--- config.mk ---
export PLATFORM = sky130hd
export DESIGN_NAME = usb_rx_pkt_decoder
export DESIGN_NICKNAME = d
export VERILOG_FILES = /design/src/rtl/usb_pkg.sv /design/src/rtl/usb_crc16_byte.sv /design/src/rtl/usb_rx_pkt_decoder.sv
export SDC_FILE = /design/constraint.sdc
export NUM_CORES = 1
export LEC_CHECK = 0
export BUFFER_PORTS_ARGS = -buffer_cell sky130_fd_sc_hd__clkbuf_2
export CAP_MARGIN = 20
export CELL_PAD_IN_SITES_DETAIL_PLACEMENT = 0
export CELL_PAD_IN_SITES_GLOBAL_PLACEMENT = 1
export CORE_ASPECT_RATIO = 0.7
export CORE_MARGIN = 2
export CORE_UTILIZATION = 45
export CTS_BUF_LIST = sky130_fd_sc_hd__clkbuf_16
export CTS_CLUSTER_DIAMETER = 40
export DETAILED_ROUTE_END_ITERATION = 16
export GPL_ROUTABILITY_DRIVEN = 0
export GPL_TIMING_DRIVEN = 0
export PLACE_DENSITY_LB_ADDON = 0.1
export SLEW_MARGIN = 25
export SYNTH_ARGS = -nofsm -noshare
export SYNTH_HDL_FRONTEND = slang
export SYNTH_SLANG_ARGS = --single-unit
--- constraint.sdc ---
create_clock -name clk -period 3.6 [get_ports clk]
set_clock_uncertainty 0.05 [all_clocks]
set_input_delay 0.72 -clock clk [delete_from_list [all_inputs] [get_ports clk]]
set_output_delay 0.72 -clock clk [all_outputs]
set_load 0.01 [all_outputs]
--- src/rtl/usb_pkg.sv ---
// rtl/usb_pkg.sv - PID codes, PID class decode, CRC constants and decoder FSM encoding.
package usb_pkg;

    localparam logic [3:0] PID_OUT   = 4'b0001;
    localparam logic [3:0] PID_IN    = 4'b1001;
    localparam logic [3:0] PID_SOF   = 4'b0101;
    localparam logic [3:0] PID_SETUP = 4'b1101;
    localparam logic [3:0] PID_DATA0 = 4'b0011;
    localparam logic [3:0] PID_DATA1 = 4'b1011;
    localparam logic [3:0] PID_DATA2 = 4'b0111;
    localparam logic [3:0] PID_MDATA = 4'b1111;
    localparam logic [3:0] PID_ACK   = 4'b0010;
    localparam logic [3:0] PID_NAK   = 4'b1010;
    localparam logic [3:0] PID_STALL = 4'b1110;
    localparam logic [3:0] PID_NYET  = 4'b0110;

    localparam logic [4:0]  CRC5_POLY      = 5'b00101;
    localparam logic [4:0]  CRC5_INIT      = 5'h1F;
    localparam logic [4:0]  CRC5_RESIDUAL  = 5'b01100;
    localparam logic [15:0] CRC16_POLY     = 16'h8005;
    localparam logic [15:0] CRC16_INIT     = 16'hFFFF;
    localparam logic [15:0] CRC16_RESIDUAL = 16'h800D;

    typedef enum logic [1:0] {
        CLS_TOKEN,
        CLS_DATA,
        CLS_HS,
        CLS_SPECIAL
    } pid_class_t;

    typedef enum logic [2:0] {
        ST_IDLE,
        ST_PID,
        ST_TOK,
        ST_DATA,
        ST_HS,
        ST_WAIT_END
    } state_t;

    function automatic pid_class_t pid_class(input logic [3:0] pid);
        case (pid)
            PID_OUT, PID_IN, PID_SOF, PID_SETUP:         return CLS_TOKEN;
            PID_DATA0, PID_DATA1, PID_DATA2, PID_MDATA:  return CLS_DATA;
            PID_ACK, PID_NAK, PID_STALL, PID_NYET:       return CLS_HS;
            default:                                     return CLS_SPECIAL;
        endcase
    endfunction

endpackage

--- src/rtl/usb_crc16_byte.sv ---
// rtl/usb_crc16_byte.sv - combinational CRC16 (x^16+x^15+x^2+1) update over one byte, LSB first.
module usb_crc16_byte
    import usb_pkg::*;
(
    input  logic [15:0] i_crc,
    input  logic [7:0]  i_data,
    output logic [15:0] o_crc
);

    always_comb begin
        logic [15:0] c;
        c = i_crc;
        for (int i = 0; i < 8; i++) begin
            if (i_data[i] ^ c[15]) c = {c[14:0], 1'b0} ^ CRC16_POLY;
            else                   c = {c[14:0], 1'b0};
        end
        o_crc = c;
    end

endmodule

--- src/rtl/usb_rx_pkt_decoder.sv ---
// rtl/usb_rx_pkt_decoder.sv - UTMI receive packet decoder: PID, token/CRC5, data/CRC16, handshakes.
// Optional SOF output ports (sof_valid_o, frame_no_o) are enabled by defining USB_RX_SOF_EN.
module usb_rx_pkt_decoder
    import usb_pkg::*;
#(
    parameter int MAX_PAYLOAD = 1023,
    parameter int CNT_W       = 11
) (
    input  logic        clk,
    input  logic        rst,
    input  logic [7:0]  rx_data_i,
    input  logic        rx_valid_i,
    input  logic        rx_active_i,
    input  logic        rx_err_i,
    output logic [3:0]  pid_o,
    output logic        tok_valid_o,
    output logic [6:0]  tok_addr_o,
    output logic [3:0]  tok_ep_o,
`ifdef USB_RX_SOF_EN
    output logic        sof_valid_o,
    output logic [10:0] frame_no_o,
`endif
    output logic [7:0]  data_o,
    output logic        data_valid_o,
    output logic        data_done_o,
    output logic        crc16_err_o,
    output logic        hs_valid_o,
    output logic        pid_err_o,
    output logic        crc5_err_o,
    output logic        seq_err_o
);

    state_t           r_state;
    logic [CNT_W-1:0] r_cnt;
    logic [4:0]       r_crc5;
    logic [15:0]      r_crc16;
    logic [7:0]       r_b0;
    logic [7:0]       r_b1;
    logic             r_fresh;
    logic             r_is_sof;

    logic             w_abort;
    logic             w_byte;
    logic             w_ovf;
    logic [4:0]       w_crc5_upd;
    logic [15:0]      w_crc16_upd;
    logic [4:0]       w_crc5_nxt;
    logic [15:0]      w_crc16_nxt;
    logic [CNT_W-1:0] w_cnt_nxt;
    logic [7:0]       w_tb1;
    logic [2:0]       w_tb2_lo;

    usb_crc16_byte u_crc16 (
        .i_crc  (r_crc16),
        .i_data (rx_data_i),
        .o_crc  (w_crc16_upd)
    );

    // Next-cycle view of counters/CRCs so a byte coinciding with EOP is folded in first.
    always_comb begin
        w_abort  = rx_active_i && rx_err_i;
        w_byte   = rx_valid_i && !w_abort &&
                   (r_state == ST_TOK || r_state == ST_DATA || r_state == ST_HS);
        w_ovf    = w_byte && (r_state == ST_DATA) && (r_cnt == CNT_W'(MAX_PAYLOAD + 2));

        w_crc5_upd = r_crc5;
        for (int i = 0; i < 8; i++) begin
            if (rx_data_i[i] ^ w_crc5_upd[4]) w_crc5_upd = {w_crc5_upd[3:0], 1'b0} ^ CRC5_POLY;
            else                              w_crc5_upd = {w_crc5_upd[3:0], 1'b0};
        end

        w_crc5_nxt  = w_byte ? w_crc5_upd  : r_crc5;
        w_crc16_nxt = w_byte ? w_crc16_upd : r_crc16;
        w_cnt_nxt   = r_cnt;
        if (w_byte && (r_state == ST_DATA || r_cnt < CNT_W'(3)))
            w_cnt_nxt = r_cnt + 1'b1;
        w_tb1    = (w_byte && r_cnt == CNT_W'(0)) ? rx_data_i      : r_b0;
        w_tb2_lo = (w_byte && r_cnt == CNT_W'(1)) ? rx_data_i[2:0] : r_b1[2:0];
    end

    always_ff @(posedge clk) begin
        if (!rst) begin
            r_state      <= ST_IDLE;
            r_cnt        <= '0;
            r_crc5       <= CRC5_INIT;
            r_crc16      <= CRC16_INIT;
            r_b0         <= '0;
            r_b1         <= '0;
            r_fresh      <= 1'b1;
            r_is_sof     <= 1'b0;
            pid_o        <= '0;
            tok_valid_o  <= 1'b0;
            tok_addr_o   <= '0;
            tok_ep_o     <= '0;
`ifdef USB_RX_SOF_EN
            sof_valid_o  <= 1'b0;
            frame_no_o   <= '0;
`endif
            data_o       <= '0;
            data_valid_o <= 1'b0;
            data_done_o  <= 1'b0;
            crc16_err_o  <= 1'b0;
            hs_valid_o   <= 1'b0;
            pid_err_o    <= 1'b0;
            crc5_err_o   <= 1'b0;
            seq_err_o    <= 1'b0;
        end else begin
            r_fresh      <= 1'b0;
            tok_valid_o  <= 1'b0;
`ifdef USB_RX_SOF_EN
            sof_valid_o  <= 1'b0;
`endif
            data_valid_o <= 1'b0;
            data_done_o  <= 1'b0;
            crc16_err_o  <= 1'b0;
            hs_valid_o   <= 1'b0;
            pid_err_o    <= 1'b0;
            crc5_err_o   <= 1'b0;
            seq_err_o    <= 1'b0;

            r_cnt   <= w_cnt_nxt;
            r_crc5  <= w_crc5_nxt;
            r_crc16 <= w_crc16_nxt;
            if (w_byte && r_cnt == CNT_W'(0)) r_b0 <= rx_data_i;
            if (w_byte && r_cnt == CNT_W'(1)) r_b1 <= rx_data_i;
            // Two-byte skid: the last two bytes are the CRC16 and never reach data_o.
            if (w_byte && r_state == ST_DATA && r_cnt >= CNT_W'(2) && !w_ovf) begin
                data_o       <= r_b0;
                data_valid_o <= 1'b1;
                r_b0         <= r_b1;
                r_b1         <= rx_data_i;
            end

            case (r_state)
                ST_IDLE: begin
                    r_cnt   <= '0;
                    r_crc5  <= CRC5_INIT;
                    r_crc16 <= CRC16_INIT;
                    if (rx_active_i) r_state <= r_fresh ? ST_WAIT_END : ST_PID;
                end
                ST_PID: begin
                    r_cnt   <= '0;
                    r_crc5  <= CRC5_INIT;
                    r_crc16 <= CRC16_INIT;
                    if (w_abort) begin
                        seq_err_o <= 1'b1;
                        r_state   <= ST_WAIT_END;
                    end else if (rx_valid_i) begin
                        pid_o    <= rx_data_i[3:0];
                        r_is_sof <= (rx_data_i[3:0] == PID_SOF);
                        if (rx_data_i[7:4] != ~rx_data_i[3:0]) begin
                            pid_err_o <= 1'b1;
                            r_state   <= ST_WAIT_END;
                        end else begin
                            case (pid_class(rx_data_i[3:0]))
                                CLS_TOKEN: r_state <= ST_TOK;
                                CLS_DATA:  r_state <= ST_DATA;
                                CLS_HS:    r_state <= ST_HS;
                                default:   r_state <= ST_WAIT_END;
                            endcase
                        end
                    end else if (!rx_active_i) begin
                        r_state <= ST_IDLE;
                    end
                end
                ST_TOK: begin
                    if (w_abort) begin
                        seq_err_o <= 1'b1;
                        r_state   <= ST_WAIT_END;
                    end else if (!rx_active_i) begin
                        r_state <= ST_IDLE;
                        if (w_cnt_nxt != CNT_W'(2)) begin
                            seq_err_o <= 1'b1;
                        end else if (w_crc5_nxt != CRC5_RESIDUAL) begin
                            crc5_err_o <= 1'b1;
                        end else if (r_is_sof) begin
`ifdef USB_RX_SOF_EN
                            sof_valid_o <= 1'b1;
                            frame_no_o  <= {w_tb2_lo, w_tb1};
`endif
                        end else begin
                            tok_valid_o <= 1'b1;
                            tok_addr_o  <= w_tb1[6:0];
                            tok_ep_o    <= {w_tb2_lo, w_tb1[7]};
                        end
                    end
                end
                ST_DATA: begin
                    if (w_abort || w_ovf) begin
                        seq_err_o   <= 1'b1;
                        data_done_o <= 1'b1;
                        crc16_err_o <= 1'b1;
                        r_state     <= ST_WAIT_END;
                    end else if (!rx_active_i) begin
                        data_done_o <= 1'b1;
                        crc16_err_o <= (w_crc16_nxt != CRC16_RESIDUAL) || (w_cnt_nxt < CNT_W'(2));
                        r_state     <= ST_IDLE;
                    end
                end
                ST_HS: begin
                    if (w_abort) begin
                        seq_err_o <= 1'b1;
                        r_state   <= ST_WAIT_END;
                    end else if (!rx_active_i) begin
                        if (w_cnt_nxt == CNT_W'(0)) hs_valid_o <= 1'b1;
                        else                        seq_err_o  <= 1'b1;
                        r_state <= ST_IDLE;
                    end
                end
                ST_WAIT_END: begin
                    if (!rx_active_i) r_state <= ST_IDLE;
                end
                default: r_state <= ST_IDLE;
            endcase
        end
    end

endmodule

# --- Word-level counts from Yosys, hierarchy flattened ---
# Memory sizes are Yosys's and may differ from the RTL's.
# Index checks and enable logic that the tools add are counted.
classes:
  add_sub_neg: 1
  magnitude_cmp: 3
  eq_ne: 15
  muxes: 58
  bitwise_logic: 43
  n_reduce_logical: 31
ops:
  columns: ["operator", "count"]
  rows:
  - ["$mux W16", 9]
  - ["$mux W3", 17]
  - ["$mux W8", 4]
  - ["$not A3 Y3", 8]
  - ["$logic_not A11 Y1", 2]
  - ["$lt A11 B2 Y1 const B", 2]
  - ["$mux W1", 18]
  - ["$ne A16 B16 Y1 const B", 1]
  - ["$not A2 Y2", 8]
  - ["$xor A1 B1 Y1", 16]
  - ["$pmux W3 S5", 1]
  - ["$add A11 B1 Y11 const B", 1]
  - ["$eq A11 B1 Y1 const B", 1]
  - ["$eq A11 B11 Y1 const B", 1]
  - ["$ge A11 B2 Y1 const B", 1]
  - ["$mux W11", 1]
  - ["$ne A11 B2 Y1 const B", 1]
  - ["$logic_and A1 B1 Y1", 10]
  - ["$mux W2", 5]
  - ["$not A1 Y1", 10]
  - ["$pmux W3 S3", 1]
  - ["$reduce_or A4 Y1", 2]
  - ["$eq A3 B2 Y1 const B", 2]
  - ["$eq A3 B3 Y1 const B", 2]
  - ["other kinds (22)", 27]
word_totals:
  reg_bits: 84
  romBits: 32
  input_bits: 13
  output_inout_bits: 31
  wordCells: 172
  mem_count: 1
mem_list:
  columns: ["name", "depth", "word_bits", "read_ports", "rd_clocked_by_memory_dff", "wr", "line", "rtl"]
  rows:
  - ["(no name shown)", 16, 2, 1, 0, 0, "usb_pkg.sv:41", "case (pid)"]

# --- Logic depth before layout (Yosys ltp) ---
# Gate-level depths: netlist of run 1.
logic_depth:
  depth_word: 21
  ltp_mapped: 10
  depth_no_buf: 8

# --- Hierarchy ---
# Synthesis of run 1 repeated with hierarchy kept, for this count alone.
hier_totals:
  hier_cells: 521
  area_unflattened_um2: 4581.9
modules_own_cells:
  columns: ["module", "instances", "cells_per_inst", "area_per_inst_um2", "seq_area_each_um2"]
  rows:
  - ["usb_rx_pkt_decoder", 1, 493, 4284.1, 1681.6]
  - ["usb_crc16_byte", 1, 28, 297.8, 0.0]

# --- Least setup slack after synthesis of run 1 ---
# OpenSTA, ideal clock, no wires.
synth_timing:
  path_kind: "input to register"
  startpoint: "input port rx_valid_i"
  endpoint: "register tok_addr_o[0]"
  setup_time_ns: 0.121
  t_arrival_ns: 3.047
  setup_slack_ns: 0.382
  stages: 8
  path_buffers: 1
  path_cell_list: "a21boi_1 o21ai_1 or4_4 a221oi_4 nand3_2 nor4_4 buf_6 mux2_4"
synth_via:
  elab_chain_cells: 7
synth_rtl:
  columns: ["item", "line", "rtl"]
  rows:
  - ["start, declared", "usb_rx_pkt_decoder.sv:12", "input logic rx_valid_i,"]
  - ["$logic_and A1 B1 Y1 (*) (2 in a row)", "usb_rx_pkt_decoder.sv:62", "w_byte = rx_valid_i && !w_abort &&"]
  - ["$logic_and A1 B1 Y1", "usb_rx_pkt_decoder.sv:75", "if (w_byte && (r_state == ST_DATA || r_cnt < CNT_W'(3)))"]
  - ["$mux W11", "usb_rx_pkt_decoder.sv:75", null]
  - ["$ne A11 B2 Y1", "usb_rx_pkt_decoder.sv:172", "if (w_cnt_nxt != CNT_W'(2)) begin"]
  - ["$not A1 Y1 (no source line)", null, null]
  - ["$reduce_and A6 Y1 (no source line)", null, null]
  - ["end signal, assigned", "usb_rx_pkt_decoder.sv:183", "tok_addr_o <= w_tb1[6:0];"]
  - ["end, declared", "usb_rx_pkt_decoder.sv:17", "output logic [6:0] tok_addr_o,"]
# Every way passes the cells marked *; elsewhere a longest branch is shown, timed or not.
# A chain may end at the register's enable or synchronous reset.

# --- Worst setup path in the final report of run 1 ---
layout_timing:
  startpoint: "input port rx_valid_i"
  endpoint: "register tok_addr_o[3]"
# The elaborated chain is that of the path after synthesis.

==> out/qor.txt, run 1 <==
Status -> complete, no violations
DR WL/cell -> 16.75 um
Worst slew pin tran -> 0.7565 ns
Top cells by area, synth -> dfxtp_1 38%, mux2i_1 7.4%, xnor2_1 5.5%
Routed WL -> 11.51 mm
Largest stage delay, worst path -> 0.47 ns
Later-pin clock latency in the skew report -> 0.34 ns
Overall Power -> 2.333 mW
Maximum capacitance violations -> 0
ANT cells -> 0
Top-area cell type share of the netlist area -> 0.3777
Hold Slack -> 0.4060 ns
Synth Instances -> 506
Max_slew headroom -> 0.4923
# IOs -> 44
Via count -> 3722
Worst Setup SP -> rx_valid_i
First-pass GRT wire length -> 18.50 mm
Critical Path, Cell by Cell -> clkbuf_2, a21boi_1, o21ai_2, clkbuf_1, nor3_1, nand2_1, mux2i_1, nor2_1, mux2_4
Dominant cell type by area after synthesis -> dfxtp_1
Core area -> 9647 sq um
Syn Area/Cell -> 8.798 sq um
# setup viols final -> 0
Placed wire-length estimate -> 8.512 mm
Net Count, Synth -> 527
Die ar. -> 10720 sq um
Synth warn -> 0
Pins Over Slew Limit -> 0
WP data arrival -> 3.60 ns
Pre-CTS WS -> -0.3660 ns
Setup Buffers After CTS -> 0
CP Buf/Inv Count -> 2
Leak Pwr -> 2.227 nW
Syn Std Cell Area -> 4452 sq um
Minimum clock period -> 3.426 ns
Final hold vios -> 0
Top_reg_cell synth -> dfxtp_1
Initial DRC Count -> 291
Largest net degree at the start of global routing -> 17
Vias in the first global route -> 3397
Area Overhead vs Synth -> 16.05%
Tot GR Track Use -> 0.2275
Hold path start -> pid_o[1]
Nets -> 575
Commonest non-fill, non-tap cell in the layout -> dfxtp_1
Layout cells sized above 1 -> 0.1449
RSZ-0062 raised after global routing -> no
Synth async-reset ratio -> 0
Final setup TNS -> 0 ns
Max H-tree Level -> 3
Worst r2r src -> r_state[1]
Final worst setup slack -> 0.1745 ns
TritonCTS Sinks -> 84
Post-synth EDFFs -> 0
HP Class -> flip-flop to flip-flop
CTS buffer count -> 9
Register area share after synthesis -> 0.3777
Setup Crit Path Kind -> input pin to flip-flop
Post-route ant nets -> 0
FMAX -> 291.9 MHz
Root Driver -> clkbuf_16
CTS tree -> yes
Req. time, crit path -> 3.78 ns
Gr ovfl total -> 0
Final worst-path cycle share -> 0.9515
Vias per cell -> 5.418
Worst-case clock buffer depth -> 2
Die width -> 122.9 um
Top delay family on crit path -> simple AND/OR/NAND/NOR gates
Synth Register Bits -> 84
DIE HEIGHT -> 87.22 um
Site row count -> 30
Critical path endpoint category -> flip-flop
Worst-path clk slew -> 0.06 ns
Crit-path slowest cell -> a21boi_1
Commonest non-fill, non-tap cells in the layout -> 84 x dfxtp_1, 65 x nor2_1, 59 x nand2_1, 38 x clkbuf_2, 33 x mux2i_1
Initial antenna violation count -> 0
CTS Hold Bufs -> 0
Initial Util -> 0.4615
Max VDD drop -> 0.2435 mV
DRC viols -> 0
Crit-path max FO -> 10
# port buffers -> 37
Cell variety after synth -> 60
Critical path launch point type -> input pin
DRT Pass-1 Iters -> 5
Cell Pwr Density -> 451.5 nW/um^2
==> worst register-to-register path, cell delays in order (launching register included) <==
cell      delay (ns)
dfxtp_1         0.42
clkbuf_1        0.37
inv_1           0.19
nor3_2          0.45
a22oi_1         0.17
and2_1          0.22
or4_1           0.48
nor4_4          0.34
buf_6           0.22
mux2_4          0.31
==> power by group <==
| part | switching [mW] | total (mW) | internal, mW |
|---|---|---|---|
| combinational | 0.171 | 0.279 | 0.107 |
| sequential | 0.0136 | 0.958 | 0.944 |
| clock | 0.406 | 1.10 | 0.690 |
==> area by class of cell <==
cell class                      count  area (sq um)
Sequential cell                    84          1682
Clock inverter                      7         127.6
Fill cell                         901          4481
Tap cell                          128         160.2
Multi-Input combinational cell    380          2611
Clock buffer                        9         225.2
Inverter                            9         33.78
Buffer                             33         141.4
Timing Repair Buffer               37         185.2
==> sequential cells by signal, summed over array words and instances (netlist names) <==
name,flops
crc16_err_o,1
crc5_err_o,1
data_done_o,1
data_o,8
data_valid_o,1
hs_valid_o,1
pid_err_o,1
pid_o,4
r_b0,8
r_b1,8
r_cnt,11
r_crc16,16
r_crc5,5
r_fresh,1
r_is_sof,1
r_state,3
seq_err_o,1
tok_addr_o,7
tok_ep_o,4
tok_valid_o,1
==> Yosys cell counts (3+ instances only) <==
cell and count:
dfxtp_1 84, nor2_1 65, nand2_1 59, mux2i_1 33
clkbuf_1 28, xnor2_1 28, nand3_1 21, a21oi_1 17
xor2_1 14, and2_1 11, o211ai_1 11, inv_1 9
a211oi_1 8, ha_1 8, nor3_1 8, nand4_1 7
o21ai_0 7, mux2_4 6, mux2_2 5, and4_1 4
nor4_1 4, or4_1 4, xnor3_1 4, nand2b_1 3
o21a_1 3, or2_2 3, or3_1 3
==> final timing paths <==
path | to | cells past startpoint | slack (ns)
max | tok_addr_o[3] | 9 | 0.17
min | pid_o[1] | 2 | 0.41
max reg2reg | tok_addr_o[3] | 9 | 0.27
min reg2reg | pid_o[1] | 2 | 0.41
==> logic make-up after synthesis <==
kind of cell / Yosys count / synth area share
compound gates: 71 / 0.1130
fa+ha+maj: 8 / 0.02249
mux: 44 / 0.1071
xor+xnor: 47 / 0.1082
buf+inv: 42 / 0.03907
flops: 84 / 0.3777
simple gates: 210 / 0.2324
==> per-layer routing <==
layer  up-vias  track usage  share of wire
met5         -            0              0
met4         0      0.05643          0.012
met3        13      0.04581          0.050
met2       104       0.3094           0.40
met1      1729       0.3590           0.54
li1       1876            -              -
==> stage by stage <==
stage            util  area [sq um]  cells
2_1_floorplan       -          4452    506
3_3_place_gp   0.4973          4797    671
3_5_place_dp   0.4973          4797    671
4_1_cts        0.5340          5151    687
5_1_grt        0.5355          5166    687
6_report       0.5355          5166    687
==> what timing repair did <==
action | CTS | global route
setup endpoints to repair | 6 | 11
cloned | 0 | 0
hold endpoints to repair | 0 | 0
resized for setup | 1 | 3
pin swaps | 0 | 1
Note: power is estimated with default switching activity, not from simulation.
==> inputs of run 2 (changes only) <==
--- a/config.mk
+++ b/config.mk
@@ -5,13 +5,14 @@
 export SDC_FILE = /design/constraint.sdc
 export NUM_CORES = 1
 export LEC_CHECK = 0
+export ABC_AREA = 1
 export BUFFER_PORTS_ARGS = -buffer_cell sky130_fd_sc_hd__clkbuf_2
 export CAP_MARGIN = 20
 export CELL_PAD_IN_SITES_DETAIL_PLACEMENT = 0
 export CELL_PAD_IN_SITES_GLOBAL_PLACEMENT = 1
 export CORE_ASPECT_RATIO = 0.7
 export CORE_MARGIN = 2
-export CORE_UTILIZATION = 45
+export CORE_UTILIZATION = 43
 export CTS_BUF_LIST = sky130_fd_sc_hd__clkbuf_16
 export CTS_CLUSTER_DIAMETER = 40
 export DETAILED_ROUTE_END_ITERATION = 16
==> out/qor.txt, run 2 <==
Clock power share -> 0.397 (was 0.470)
Cell Pwr Density -> 402.5 nW/um^2 (was 451.5 nW/um^2)
Top Usage Layer GRT -> met1 (unchanged)
WP data arrival -> 3.09 ns (was 3.60 ns)
R2R cell count -> 16 (was 9)
Synth Instances -> 657 (was 506)
Seq pwr share -> 0.447 (was 0.411)
Initial DRC Count -> 340 (was 291)
Worst Hold End -> tok_addr_o[4] (was pid_o[1])
Later-pin clock latency in the skew report -> 0.34 ns (about the same)
Vias per cell -> 4.932 (was 5.418)
R2r endpoint -> tok_ep_o[1] (was tok_addr_o[3])
Final Core Density -> 0.5096 (was 0.5355)
Max_slew headroom -> 0.3485 (was 0.4923)
DR WL/cell -> 14.14 um (was 16.75 um)
Tot GR Track Use -> 0.2171 (was 0.2275)
Initial antenna violation count -> 0 (unchanged)
Final hold vios -> 0 (unchanged)
# port buffers -> 35 (was 37)
Top_reg_cell synth -> dfxtp_1 (unchanged)
Root Driver -> clkbuf_16 (unchanged)
Largest net degree at the start of global routing -> 15 (was 17)
DRT Pass-1 Iters -> 5 (unchanged)
Vias in the first global route -> 3917 (was 3397)
Worst-path clk slew -> 0.06 ns (about the same)
GR met1 Demand/Resource -> 0.3302 (was 0.3590)
Pins Over Slew Limit -> 0 (unchanged)
Commonest non-fill, non-tap cell in the layout -> nand2_1 (was dfxtp_1)
Routed WL -> 12.11 mm (was 11.51 mm)
Leak Pwr -> 2.471 nW (was 2.227 nW)
Dominant cell type by area after synthesis -> dfxtp_1 (unchanged)
Cell variety after synth -> 42 (was 60)
CTS Hold Bufs -> 0 (unchanged)
TritonCTS Sinks -> 84 (unchanged)
Max H-tree Level -> 3 (unchanged)
Die ar. -> 11860 sq um (was 10720 sq um)
Hold Path Cell Cnt -> 2 (unchanged)
Crit-path max FO -> 10 (unchanged)
Worst-case clock buffer depth -> 2 (unchanged)
Die width -> 129.3 um (was 122.9 um)
Via count -> 4222 (was 3722)
Initial Util -> 0.4497 (was 0.4615)
Site row count -> 31 (was 30)
Top-area cell type share of the netlist area -> 0.3557 (was 0.3777)
GRT met2 Usage -> 0.3114 (was 0.3094)
Biggest register -> r_crc16 (unchanged)
Status -> complete, no violations (unchanged)
Number of flip-flops in the largest register -> 16 (unchanged)
Final setup TNS -> 0 ns (unchanged)
Cell Count, Final, Fillers Out -> 856 (was 687)
Synth Register Bits -> 84 (unchanged)
Hold path start -> tok_addr_o[4] (was pid_o[1])
DIE HEIGHT -> 91.72 um (was 87.22 um)
Top flop regs -> r_crc16 (16), r_cnt (11) (unchanged)
Setup Crit Path Kind -> input pin to flip-flop (unchanged)
GR Util met3 -> 0.04317 (was 0.04581)
Syn Area/Cell -> 7.195 sq um (was 8.798 sq um)
Net Count, Synth -> 678 (was 527)
Synth warn -> 0 (unchanged)
CTS tree -> yes (unchanged)
ANT cells -> 0 (unchanged)
Nets -> 724 (was 575)
Pre-CTS WS -> 0.4078 ns (was -0.3660 ns)
Register area share after synthesis -> 0.3557 (was 0.3777)
Comb power frac -> 0.156 (was 0.119)
Critical path launch point type -> input pin (unchanged)
Req. time, crit path -> 3.82 ns (was 3.78 ns)
Worst r2r src -> r_cnt[0] (was r_state[1])
Synth top cells by count -> 151 x nand2_1, 87 x nor2_1, 84 x dfxtp_1 (was 84 x dfxtp_1, 65 x nor2_1, 59 x nand2_1)
Synth async-reset ratio -> 0 (unchanged)
Psw -> 0.6314 mW (was 0.5910 mW)
Overall Power -> 2.156 mW (was 2.333 mW)
Layout cells sized above 1 -> 0.1907 (was 0.1449)
HP Class -> flip-flop to flip-flop (unchanged)
# setup viols final -> 0 (unchanged)
Critical path endpoint category -> flip-flop (unchanged)
CTS-repair resized insts -> 0 (was 1)
Syn Std Cell Area -> 4727 sq um (was 4452 sq um)
Area Overhead vs Synth -> 13.31% (was 16.05%)
RSZ-0062 raised after global routing -> no (unchanged)
# IOs -> 44 (unchanged)
Pint -> 1.524 mW (was 1.742 mW)
Max VDD drop -> 0.2404 mV (was 0.2435 mV)
Placed wire-length estimate -> 9.432 mm (was 8.512 mm)
Final worst setup slack -> 0.7281 ns (was 0.1745 ns)
Minimum clock period -> 2.872 ns (was 3.426 ns)
DRC viols -> 0 (unchanged)
Final worst-path cycle share -> 0.7978 (was 0.9515)
Setup Buffers After CTS -> 0 (unchanged)
Commonest non-fill, non-tap cells in the layout -> 151 x nand2_1, 87 x nor2_1, 84 x dfxtp_1, 54 x inv_1, 43 x nand3_1 (was 84 x dfxtp_1, 65 x nor2_1, 59 x nand2_1, 38 x clkbuf_2, 33 x mux2i_1)
Sw frac -> 0.2929 (was 0.2534)
Top-count cell post-synth -> nand2_1 (was dfxtp_1)
First-pass GRT wire length -> 20.17 mm (was 18.50 mm)
Post-route ant nets -> 0 (unchanged)
CTS buffer count -> 9 (unchanged)
Maximum capacitance violations -> 0 (unchanged)
Top cells by area, synth -> dfxtp_1 36%, nand2_1 12%, nor2_1 6.9% (was dfxtp_1 38%, mux2i_1 7.4%, xnor2_1 5.5%)
Gr ovfl total -> 0 (unchanged)
Post-synth EDFFs -> 0 (unchanged)
Core area -> 10510 sq um (was 9647 sq um)
Worst R2R Setup Slack -> 0.96 ns (was 0.27 ns)
Cell count after placement -> 840 (was 671)
Worst slew pin tran -> 0.9772 ns (was 0.7565 ns)
FMAX -> 348.2 MHz (was 291.9 MHz)
[run 2: power by group through the flow]
stage / Clock, mW / Sequential, mW / Combinational (mW)
CTS: 0.874 / 0.963 / 0.336
global placement: 0 / 0.983 / 0.333
floorplan: 0 / 0.983 / 0.252
global route: 0.919 / 0.965 / 0.378
detailed placement: 0 / 0.984 / 0.335
finish: 0.856 / 0.963 / 0.336
[run 2: final cells by class]
type | count | area [sq um]
tap | 148 | 185.2
inverter | 66 | 260.3
sequential | 84 | 1682
timing repair buffer | 35 | 175.2
multi-input combinational | 484 | 2650
buffer | 23 | 135.1
clock buffer | 9 | 225.2
fill | 1069 | 5155
clock inverter | 7 | 43.79
[run 2: critical path, cell delays in order]
cell      delay, ns
clkbuf_1       0.30
clkinv_1       0.35
a21oi_1        0.84
inv_1          0.36
clkbuf_1       0.35
nor2_1         0.17
[run 2: per-layer routing]
metal | routed length [um] | vias to the layer above
met5 | 0 | -
li1 | - | 2178
met3 | 651 | 9
met4 | 125 | 0
met2 | 4991 | 98
met1 | 6339 | 1937
[run 2: stage by stage]
| step | area, sq um | hold WS, ns |
|---|---|---|
| finish | 5356 | 0.4149 |
| floorplan | 4727 | 0.3925 |
| detailed placement | 5087 | 0.4038 |
| CTS | 5356 | 0.4194 |
| global route | 5356 | 0.4522 |
| global placement | 5087 | 0.4008 |
[run 2: cells by family after synthesis]
group / synth area share
AOI/OAI and AO/OA: 0.08020
xor gates and xnor gates: 0.07438
adders and majority gates: 0.02118
buffers and inverters: 0.08364
DFF: 0.3557
muxes: 0.02118
and+or+nand+nor: 0.3637
[run 2: worst max-delay path by stage]
stage,end,depth (start not counted),slack [ns],start
2_1_floorplan,tok_ep_o[1],16,1.23,rx_active_i
3_3_place_gp,r_cnt[1],6,0.38,rst
3_5_place_dp,r_cnt[10],6,0.41,rst
4_1_cts,r_cnt[10],6,0.74,rst
5_1_grt,r_cnt[4],6,0.53,rst
6_report,r_cnt[10],6,0.73,rst
